`config.mk`:
```
export PLATFORM = sky130hd
export DESIGN_NAME = axi_lite_arbiter
export DESIGN_NICKNAME = d
export VERILOG_FILES = /design/src/rtl/axi_lite_pkg.sv /design/src/rtl/rr_grant2.sv /design/src/rtl/axi_lite_arbiter.sv
export SDC_FILE = /design/constraint.sdc
export NUM_CORES = 1
export LEC_CHECK = 0
export BUFFER_PORTS_ARGS = -buffer_cell sky130_fd_sc_hd__buf_2
export CORE_AREA = 2 2 118 120
export CTS_BUF_LIST = sky130_fd_sc_hd__clkbuf_8
export DETAILED_ROUTE_END_ITERATION = 6
export DIE_AREA = 0 0 120 122
export SETUP_SLACK_MARGIN = 0.02
export SYNTH_ARGS = -nofsm -noshare
export SYNTH_HDL_FRONTEND = slang
export SYNTH_HIERARCHICAL = 1
export SYNTH_SLANG_ARGS = --single-unit
```
`constraint.sdc`:
```
create_clock -name axi_aclk -period 1.5 [get_ports axi_aclk]
set_input_delay 0.375 -clock axi_aclk [delete_from_list [all_inputs] [get_ports axi_aclk]]
set_output_delay 0.375 -clock axi_aclk [all_outputs]
set_load 0.1 [all_outputs]
```
`src/rtl/axi_lite_pkg.sv`:
```
// Shared types and constants for the AXI-Lite arbiter and its grant selector.
package axi_lite_pkg;

  typedef enum logic [2:0] {
    IDLE         = 3'd0,
    WR_ADDR_DATA = 3'd1,
    WR_RESP      = 3'd2,
    RD_ADDR      = 3'd3,
    RD_DATA      = 3'd4
  } state_e;

  localparam int RESP_OKAY   = 0;
  localparam int RESP_SLVERR = 2;

  typedef logic [0:0] gnt_idx_t;

endpackage

```
`src/rtl/rr_grant2.sv`:
```
// Two-request round-robin selector; ptr names the requester that wins a tie.
module rr_grant2
  import axi_lite_pkg::*;
(
  input  logic [1:0] req,
  input  gnt_idx_t   ptr,
  output gnt_idx_t   gnt,
  output logic       any
);

  always_comb begin
    any = |req;
    gnt = ptr;
    case (req)
      2'b01:   gnt = 1'b0;
      2'b10:   gnt = 1'b1;
      default: gnt = ptr;
    endcase
  end

endmodule

```
`src/rtl/axi_lite_arbiter.sv`:
```
// Two-master to one-slave AXI-Lite arbiter, one transaction in flight at a time.
//
// state        | meaning
// IDLE         | pick requester (round-robin) and op (write/read), register grant
// WR_ADDR_DATA | AW and W forwarded from granted master until both handshake
// WR_RESP      | B forwarded back to granted master
// RD_ADDR      | AR forwarded from granted master
// RD_DATA      | R forwarded back to granted master
module axi_lite_arbiter
  import axi_lite_pkg::*;
#(
  parameter int DATA_WIDTH = 32,
  parameter int ADDR_WIDTH = 8,
  parameter int RESP_WIDTH = 3
) (
  input  logic                  axi_aclk,
  input  logic                  axi_aresetn,

  input  logic [ADDR_WIDTH-1:0] s0_axi_awaddr,
  input  logic                  s0_axi_awvalid,
  output logic                  s0_axi_awready,
  input  logic [DATA_WIDTH-1:0] s0_axi_wdata,
  input  logic [DATA_WIDTH/8:0] s0_axi_wstrb,
  input  logic                  s0_axi_wvalid,
  output logic                  s0_axi_wready,
  output logic [RESP_WIDTH-1:0] s0_axi_bresp,
  output logic                  s0_axi_bvalid,
  input  logic                  s0_axi_bready,
  input  logic [ADDR_WIDTH-1:0] s0_axi_araddr,
  input  logic                  s0_axi_arvalid,
  output logic                  s0_axi_arready,
  output logic [DATA_WIDTH-1:0] s0_axi_rdata,
  output logic [RESP_WIDTH-1:0] s0_axi_rresp,
  output logic                  s0_axi_rvalid,
  input  logic                  s0_axi_rready,

  input  logic [ADDR_WIDTH-1:0] s1_axi_awaddr,
  input  logic                  s1_axi_awvalid,
  output logic                  s1_axi_awready,
  input  logic [DATA_WIDTH-1:0] s1_axi_wdata,
  input  logic [DATA_WIDTH/8:0] s1_axi_wstrb,
  input  logic                  s1_axi_wvalid,
  output logic                  s1_axi_wready,
  output logic [RESP_WIDTH-1:0] s1_axi_bresp,
  output logic                  s1_axi_bvalid,
  input  logic                  s1_axi_bready,
  input  logic [ADDR_WIDTH-1:0] s1_axi_araddr,
  input  logic                  s1_axi_arvalid,
  output logic                  s1_axi_arready,
  output logic [DATA_WIDTH-1:0] s1_axi_rdata,
  output logic [RESP_WIDTH-1:0] s1_axi_rresp,
  output logic                  s1_axi_rvalid,
  input  logic                  s1_axi_rready,

  output logic [ADDR_WIDTH-1:0] m0_axi_awaddr,
  output logic                  m0_axi_awvalid,
  input  logic                  m0_axi_awready,
  output logic [DATA_WIDTH-1:0] m0_axi_wdata,
  output logic [DATA_WIDTH/8:0] m0_axi_wstrb,
  output logic                  m0_axi_wvalid,
  input  logic                  m0_axi_wready,
  input  logic [RESP_WIDTH-1:0] m0_axi_bresp,
  input  logic                  m0_axi_bvalid,
  output logic                  m0_axi_bready,
  output logic [ADDR_WIDTH-1:0] m0_axi_araddr,
  output logic                  m0_axi_arvalid,
  input  logic                  m0_axi_arready,
  input  logic [DATA_WIDTH-1:0] m0_axi_rdata,
  input  logic [RESP_WIDTH-1:0] m0_axi_rresp,
  input  logic                  m0_axi_rvalid,
  output logic                  m0_axi_rready
);

  localparam int STRB_WIDTH = DATA_WIDTH / 8 + 1;

  logic [1:0] rst_sync;
  logic       rst_n;

  state_e   state;
  gnt_idx_t gnt;
  gnt_idx_t rr_ptr;
  gnt_idx_t sel;
  logic     sel_any;
  logic     is_write;
  logic     prefer_read;
  logic     aw_done;
  logic     w_done;

  logic [1:0] wr_req;
  logic [1:0] rd_req;
  logic       sel_wr;
  logic       sel_rd;
  logic       take_write;

  logic in_wa, in_wb, in_ra, in_rd;
  logic sel0, sel1;
  logic aw_hs, w_hs, b_hs, ar_hs, r_hs;

  logic [ADDR_WIDTH-1:0] g_awaddr;
  logic [ADDR_WIDTH-1:0] g_araddr;
  logic [DATA_WIDTH-1:0] g_wdata;
  logic [STRB_WIDTH-1:0] g_wstrb;
  logic                  g_awvalid, g_wvalid, g_bready, g_arvalid, g_rready;

  // Reset asserts asynchronously but is released on a clock edge inside the block.
  always_ff @(posedge axi_aclk or negedge axi_aresetn) begin
    if (!axi_aresetn) rst_sync <= 2'b00;
    else              rst_sync <= {rst_sync[0], 1'b1};
  end
  assign rst_n = rst_sync[1];

  assign wr_req = {s1_axi_awvalid, s0_axi_awvalid};
  assign rd_req = {s1_axi_arvalid, s0_axi_arvalid};

  rr_grant2 u_rr_grant2 (
    .req (wr_req | rd_req),
    .ptr (rr_ptr),
    .gnt (sel),
    .any (sel_any)
  );

  assign sel_wr     = wr_req[sel];
  assign sel_rd     = rd_req[sel];
  assign take_write = sel_wr & ~(sel_rd & prefer_read);

  assign in_wa = (state == WR_ADDR_DATA);
  assign in_wb = (state == WR_RESP);
  assign in_ra = (state == RD_ADDR);
  assign in_rd = (state == RD_DATA);
  assign sel0  = (gnt == 1'b0);
  assign sel1  = (gnt == 1'b1);

  assign g_awaddr  = sel1 ? s1_axi_awaddr  : s0_axi_awaddr;
  assign g_awvalid = sel1 ? s1_axi_awvalid : s0_axi_awvalid;
  assign g_wdata   = sel1 ? s1_axi_wdata   : s0_axi_wdata;
  assign g_wstrb   = sel1 ? s1_axi_wstrb   : s0_axi_wstrb;
  assign g_wvalid  = sel1 ? s1_axi_wvalid  : s0_axi_wvalid;
  assign g_bready  = sel1 ? s1_axi_bready  : s0_axi_bready;
  assign g_araddr  = sel1 ? s1_axi_araddr  : s0_axi_araddr;
  assign g_arvalid = sel1 ? s1_axi_arvalid : s0_axi_arvalid;
  assign g_rready  = sel1 ? s1_axi_rready  : s0_axi_rready;

  // A channel that already handshook is masked so the target never sees it twice.
  assign m0_axi_awvalid = in_wa & g_awvalid & ~aw_done;
  assign m0_axi_awaddr  = in_wa ? g_awaddr : '0;
  assign m0_axi_wvalid  = in_wa & g_wvalid & ~w_done;
  assign m0_axi_wdata   = in_wa ? g_wdata : '0;
  assign m0_axi_wstrb   = in_wa ? g_wstrb : '0;
  assign m0_axi_bready  = in_wb & g_bready;
  assign m0_axi_arvalid = in_ra & g_arvalid;
  assign m0_axi_araddr  = in_ra ? g_araddr : '0;
  assign m0_axi_rready  = in_rd & g_rready;

  assign s0_axi_awready = in_wa & sel0 & ~aw_done & m0_axi_awready;
  assign s0_axi_wready  = in_wa & sel0 & ~w_done & m0_axi_wready;
  assign s0_axi_bvalid  = in_wb & sel0 & m0_axi_bvalid;
  assign s0_axi_bresp   = (in_wb & sel0) ? m0_axi_bresp : '0;
  assign s0_axi_arready = in_ra & sel0 & m0_axi_arready;
  assign s0_axi_rvalid  = in_rd & sel0 & m0_axi_rvalid;
  assign s0_axi_rdata   = (in_rd & sel0) ? m0_axi_rdata : '0;
  assign s0_axi_rresp   = (in_rd & sel0) ? m0_axi_rresp : '0;

  assign s1_axi_awready = in_wa & sel1 & ~aw_done & m0_axi_awready;
  assign s1_axi_wready  = in_wa & sel1 & ~w_done & m0_axi_wready;
  assign s1_axi_bvalid  = in_wb & sel1 & m0_axi_bvalid;
  assign s1_axi_bresp   = (in_wb & sel1) ? m0_axi_bresp : '0;
  assign s1_axi_arready = in_ra & sel1 & m0_axi_arready;
  assign s1_axi_rvalid  = in_rd & sel1 & m0_axi_rvalid;
  assign s1_axi_rdata   = (in_rd & sel1) ? m0_axi_rdata : '0;
  assign s1_axi_rresp   = (in_rd & sel1) ? m0_axi_rresp : '0;

  assign aw_hs = m0_axi_awvalid & m0_axi_awready;
  assign w_hs  = m0_axi_wvalid  & m0_axi_wready;
  assign b_hs  = m0_axi_bvalid  & m0_axi_bready;
  assign ar_hs = m0_axi_arvalid & m0_axi_arready;
  assign r_hs  = m0_axi_rvalid  & m0_axi_rready;

  always_ff @(posedge axi_aclk or negedge rst_n) begin
    if (!rst_n) begin
      state       <= IDLE;
      gnt         <= 1'b0;
      is_write    <= 1'b0;
      rr_ptr      <= 1'b0;
      prefer_read <= 1'b0;
      aw_done     <= 1'b0;
      w_done      <= 1'b0;
    end else begin
      case (state)
        IDLE: begin
          if (sel_any) begin
            gnt      <= sel;
            is_write <= take_write;
            state    <= take_write ? WR_ADDR_DATA : RD_ADDR;
          end
        end
        WR_ADDR_DATA: begin
          if (aw_hs) aw_done <= 1'b1;
          if (w_hs)  w_done  <= 1'b1;
          if ((aw_done | aw_hs) && (w_done | w_hs)) state <= WR_RESP;
        end
        WR_RESP: begin
          if (b_hs) begin
            state       <= IDLE;
            aw_done     <= 1'b0;
            w_done      <= 1'b0;
            rr_ptr      <= ~gnt;
            prefer_read <= 1'b1;
          end
        end
        RD_ADDR: begin
          if (ar_hs) state <= RD_DATA;
        end
        RD_DATA: begin
          if (r_hs) begin
            state       <= IDLE;
            rr_ptr      <= ~gnt;
            prefer_read <= 1'b0;
          end
        end
        default: state <= IDLE;
      endcase
    end
  end

endmodule

```
Word-level counts from Yosys, hierarchy flattened
Cells that the tools add are included.
{"block": "classes", "order_cmp": 1, "n_reduce_logical": 10, "n_eq_ne": 13, "mux": 42, "n_bitwise": 43}
{"operator": "32-bit two-way mux", "count": 4}
{"operator": "1-bit bitwise AND", "count": 36}
{"operator": "8-bit two-way mux", "count": 4}
{"operator": "3-bit two-way mux", "count": 9}
{"operator": "1-bit two-way mux", "count": 16}
{"operator": "3-bit one-hot mux with 5 select lines", "count": 1}
{"operator": "2-bit by 1-bit != test with 1-bit output, second input constant", "count": 6}
{"operator": "5-bit two-way mux", "count": 2}
{"operator": "1-bit one-hot mux with 2 select lines", "count": 5}
{"operator": "3-bit AND reduction", "count": 3}
{"operator": "3-bit by 2-bit == test with 1-bit output, second input constant", "count": 2}
{"operator": "5-bit AND reduction", "count": 1}
{"operator": "1-bit inverter", "count": 4}
{"operator": "2-bit nonzero test", "count": 2}
{"operator": "3-bit by 1-bit == test with 1-bit output, second input constant", "count": 1}
{"operator": "3-bit == test, second input constant", "count": 1}
{"operator": "3-bit zero test", "count": 1}
{"operator": "2-bit by 1-bit == test with 1-bit output, second input constant", "count": 1}
{"operator": "2-bit == test, second input constant", "count": 1}
{"operator": "1-bit by 2-bit less-than comparator with 1-bit output, second input constant", "count": 1}
{"operator": "2-bit two-way mux", "count": 1}
{"operator": "2-bit != test, second input constant", "count": 1}
{"operator": "1-bit bitwise OR", "count": 2}
{"operator": "2-bit bitwise OR", "count": 1}
{"operator": "3 further kinds", "count": 3}
{"block": "totals", "wordCells": 116, "out_inout_bits": 144, "register_bits": 10, "input_bits": 161}

Logic depth before layout (Yosys ltp)
{"block": "depth", "ltp_word": 11, "mapped_depth": 8, "depth_no_buf": 8}

Modules after synthesis
Netlist, hierarchy kept.
{"mod": "axi_lite_arbiter", "instances": 1, "cells_per_inst": 285, "area_per_inst_um2": 1996.9, "seq_area_each_um2": 250.2}
{"mod": "rr_grant2", "instances": 1, "cells_per_inst": 6, "area_per_inst_um2": 51.3, "seq_area_each_um2": 0.0}

Worst setup path after synthesis
No wires, ideal clock.
{"block": "synth_timing", "path_type": "register to output", "startpoint": "reg state[1]", "endpoint": "out s0_axi_awready", "t_arrival_ns": 4.019, "slack_ns": -2.894, "n_path_buf": 1, "path_stages_with_launch": 5, "required_ns": 1.125, "cell_sequence": "dfrtp_1 nor2_1 nand2_1 buf_2 nor4b_1"}
{"block": "synth_via", "elab_chain_cells": 4}
{"element": "start, declared", "line": "axi_lite_arbiter.sv:79", "rtl": "state_e state;"}
{"element": "start signal, assigned", "line": "axi_lite_arbiter.sv:193", "rtl": "state <= take_write ? WR_ADDR_DATA : RD_ADDR;"}
{"element": "3-bit by 1-bit == test with 1-bit output", "line": "axi_lite_arbiter.sv:126", "rtl": "assign in_wa = (state == WR_ADDR_DATA);"}
{"element": "1-bit bitwise AND (3 in series)", "line": "axi_lite_arbiter.sv:154", "rtl": "assign s0_axi_awready = in_wa & sel0 & ~aw_done & m0_axi_awready;"}
{"element": "end, declared", "line": "axi_lite_arbiter.sv:21", "rtl": "output logic s0_axi_awready,"}
Every way passes these cells.

Worst setup path in the final report
{"block": "layout_timing", "startpoint": "reg gnt", "endpoint": "out m0_axi_awaddr[5]"}
{"block": "layout_via", "elab_chain_cells": 2}
{"element": "start, declared", "line": "axi_lite_arbiter.sv:80", "rtl": "gnt_idx_t gnt;"}
{"element": "start signal, assigned", "line": "axi_lite_arbiter.sv:191", "rtl": "gnt <= sel;"}
{"element": "8-bit two-way mux", "line": "axi_lite_arbiter.sv:133", "rtl": "assign g_awaddr = sel1 ? s1_axi_awaddr : s0_axi_awaddr;"}
{"element": "8-bit two-way mux", "line": "axi_lite_arbiter.sv:145", "rtl": "assign m0_axi_awaddr = in_wa ? g_awaddr : '0;"}
{"element": "end, declared", "line": "axi_lite_arbiter.sv:55", "rtl": "output logic [ADDR_WIDTH-1:0] m0_axi_awaddr,"}
Every way passes these cells.

==> metrics.md <==
| Metric | Value |
|---|---|
| Run status | finished with violations |
| Failing checks | setup timing |
| Synth Area in Compound Gates | under 10% |
| IO Count | between 300 and 400 |
| CTS max path bufs | 2 |
| Global-route wire length before repair | 19.2 mm |
| Post-layout util | a little under three fifths |
| Initial antenna violation count | 0 |
| Grt met3 use | 4.40% |
| Die X | between 100 and 150 um |
| Filler instances | about 1100 |
| Sequential-to-total area share from yosys stat | approximately an eighth |
| Vias in the first global route | 3640 |
| Hold Slack | about 0.14 ns |
| Post-Syn Area | about 2000 um^2 |
| Gr ovfl total | 0 |
| Critical path peak fanout | 30 |
| Worst setup startpoint | gnt |
| Average size of a mapped cell | 7.04 um^2 |
| Worst-case reg-to-reg path depth | 7 |
| Gate power share | between 90 and 100% |
| Min-delay worst type | flop to async pin |
| Largest family of logic cells by synthesized area | simple AND/OR/NAND/NOR gates |
| Final hold viol count | 0 |
| GRT Max-Usage Layer | met2 |
| Layout Skew | about 0.0022 ns |
| GP Congestion | between 0.8 and 0.9 |
| CP peak stage delay | about 0.56 ns |
| CP required | 1.12 ns |
| Reg2Reg Launch Point | state[0] |
| DRC Markers | 0 |
| First DRT Iteration DRCs | a little under 70 |
| Commonest non-fill, non-tap cell in the layout | buf_2 |
| Sw Ratio | a little under 60% |
| Sequential Power Share | under 10% |
| Met2 usage | between 30% and 40% |
| Die area | 14600 um^2 |
| Syn-to-layout area delta | 275% |
| Max VDD drop | 1.76 mV |
| Max stage delay cell, worst path | dfrtp_4 |
| Post-Synth Adder-Cell Area | about 1.2% |
| CTS buffer count | 3 |
| Die H | 122 um |
| Core ar. | approximately 14000 um^2 |
| RSZ-0062 raised after global routing | true |
| P_int | 5.76 mW |
| Clk_lat worst skew | roughly 0.24 ns |
| Core Rows | 43 |
| CP Capture Type | output pin |
| Post-synthesis register bit count | 10 |
| Yosys cell types | 37 |
| Final ANT Viol Nets | 0 |
| CTS root buffer | clkbuf_8 |
| Critical Path Start Type | flop |
| Power, Total | about 14 mW |
| NetSw | 8.33 mW |
| Inst Count DP | about 800 |
| DPL Wire Length | ~11 mm |
| FMAX | roughly 0.49 GHz |
| Buffers added on ports | roughly 300 |
| Total GRT Usage | 16.4% |
| DRT Pass-1 Iters | 4 |
| Pwr Density | 1840 nW/um^2 |
| Met1 usage | 18.0% |
| # diodes | 0 |
| Nets | 796 |
| Post-Route WL | between 10 and 15 mm |
| Crit path to | m0_axi_awaddr[5] |
| Period utilization | 137% |
| Post-Syn Instances | between 200 and 300 |
| Clock transition at path regs | ~0.050 ns |
| Worst EP arrival | between 1.5 and 2 ns |
| Crit Path Class | flop to output pin |
| Routed wire per std cell | ~16 um |
| CTS H-tree depth | 1 |
| Final setup vio count | 151 |
| Worst setup margin | -0.560 ns |
| TritonCTS clock tree | built |
| Period minus WS final | around 2.1 ns |
| Largest net degree at the start of global routing | 31 |
| Net count after synthesis | 454 |
| Non-filler cells, final | roughly 810 |
| RR Endpoint | aw_done |
| Vias | 3480 |
| Most frequent cells in the layout | 157 x buf_2, 153 x buf_12, 58 x nor2_4 |
| Leak | ~3.3 nW |
| Via/cell ratio | 4.29 |
| Max-cap violations | 0 |
| Pins Over Slew Limit | 0 |
| Crit-path cells | buf_16, mux2i_1, buf_4, nor2_4, buf_12 |
| FF-to-FF setup slack | -0.32 ns |
| Power share of the clock group | between 2 and 3% |
| Initial Util | 15.2% |
| Synth warn | 6 |
| Mux cell area share after synthesis | approximately 30% |
| Layout cell share with drive strength beyond 1 | roughly 92% |
| Sink Count | 10 |
| XOR/XNOR Fraction of Synth Area | 0% |
| Post-synthesis simple-gate area fraction | between 40% and 50% |
==> cell usage after synthesis <==
library cell	instances	share of area, %
buf_1	1	0.18
inv_1	5	0.92
a32oi_1	1	0.43
or3_1	1	0.31
nor3b_2	1	0.61
a21o_1	1	0.37
or3b_4	1	0.55
nor4_1	1	0.31
nor3b_4	1	0.92
mux2i_1	56	27
nand2_1	8	1.5
o31a_1	1	0.43
and3_1	42	13
mux2_2	3	1.6
nand3b_1	1	0.37
nand2b_1	1	0.31
ha_1	2	1.2
a21oi_1	2	0.49
a41oi_1	1	0.43
nor3b_1	2	0.73
nor2b_1	1	0.31
buf_2	11	2.7
and2_1	42	13
or2_2	3	0.92
dfrtp_1	10	12
nor2_1	63	12
mux2_4	1	0.73
nand4b_1	1	0.43
nor3_1	1	0.24
o21ai_0	4	0.98
and2b_1	1	0.37
nand3_1	1	0.24
o21ai_1	1	0.24
nor4b_1	3	1.3
clkbuf_1	14	2.6
o21a_1	1	0.37
conb_1	1	0.18
==> how the worst min path moves through the flow <==
stage                        to  slack, ns  cells past startpoint
floorplan           rst_sync[0]       0.08                      0
global placement         rr_ptr       0.14                      0
detailed placement       rr_ptr       0.14                      0
CTS                     aw_done       0.14                      0
global route                gnt       0.17                      0
finish                   rr_ptr       0.14                      0
==> sequential cells by signal, indices dropped and copies added (netlist names) <==
name         count
prefer_read      1
state            3
w_done           1
rr_ptr           1
aw_done          1
gnt              1
rst_sync         2
==> area by class of cell <==
type | instances | area (um^2) | share of cell area [%]
sequential | 10 | 258 | 3.36
tap | 180 | 225 | 2.93
multi-input combinational | 251 | 2760 | 36.0
timing repair buffer | 362 | 4350 | 56.7
clock buffer | 4 | 55.1 | 0.717
inverter | 5 | 21.3 | 0.277
==> worst max-delay path, delay by kind of cell (launching register included) <==
family / cells / cell delay, ns
DFF: 1 / 0.56
and+or+nand+nor: 1 / 0.12
buffers and inverters: 3 / 0.56
muxes: 1 / 0.16
==> timing repair <==
item	CTS	global route
setup buffers	7	3
endpoints found under the setup margin	151	151
endpoints found under the hold margin	2	0
pin swaps	13	8
gates resized for setup	68	27
cloned	3	0
hold buffers	1	0
==> metal layers <==
| metal | vias to the layer above | wire length (um) |
|---|---|---|
| li1 | 1678 | - |
| met1 | 1606 | 4640 |
| met2 | 184 | 7040 |
| met3 | 12 | 1140 |
| met4 | 0 | 99 |
| met5 | - | 0 |
==> power groups by stage <==
stage	clock (mW)	combinational, mW	sequential [mW]
global placement	0	12.0	0.575
detailed placement	0	12.1	0.585
CTS	0.351	12.9	0.597
global route	0.370	13.6	0.632
finish	0.356	13.1	0.610
floorplan	0	8.00	0.472
==> cell families after synthesis <==
| family | after synthesis |
|---|---|
| AOI/OAI and AO/OA | 12 |
| adders and majority gates | 2 |
| other | 1 |
| and+or+nand+nor | 175 |
| buffers and inverters | 31 |
| muxes | 60 |
| DFF | 10 |
==> per-stage QoR <==
step	instance area, um^2	setup slack, ns	setup TNS, ns
after floorplan	2980	-0.761	-46.63
after global routing	7680	-0.600	-79.70
after detailed placement	7110	-0.361	-37.34
after global placement	7110	-0.338	-33.76
final	7680	-0.560	-71.13
after CTS	7540	-0.539	-71.45
(Power assumes the default switching activity.)
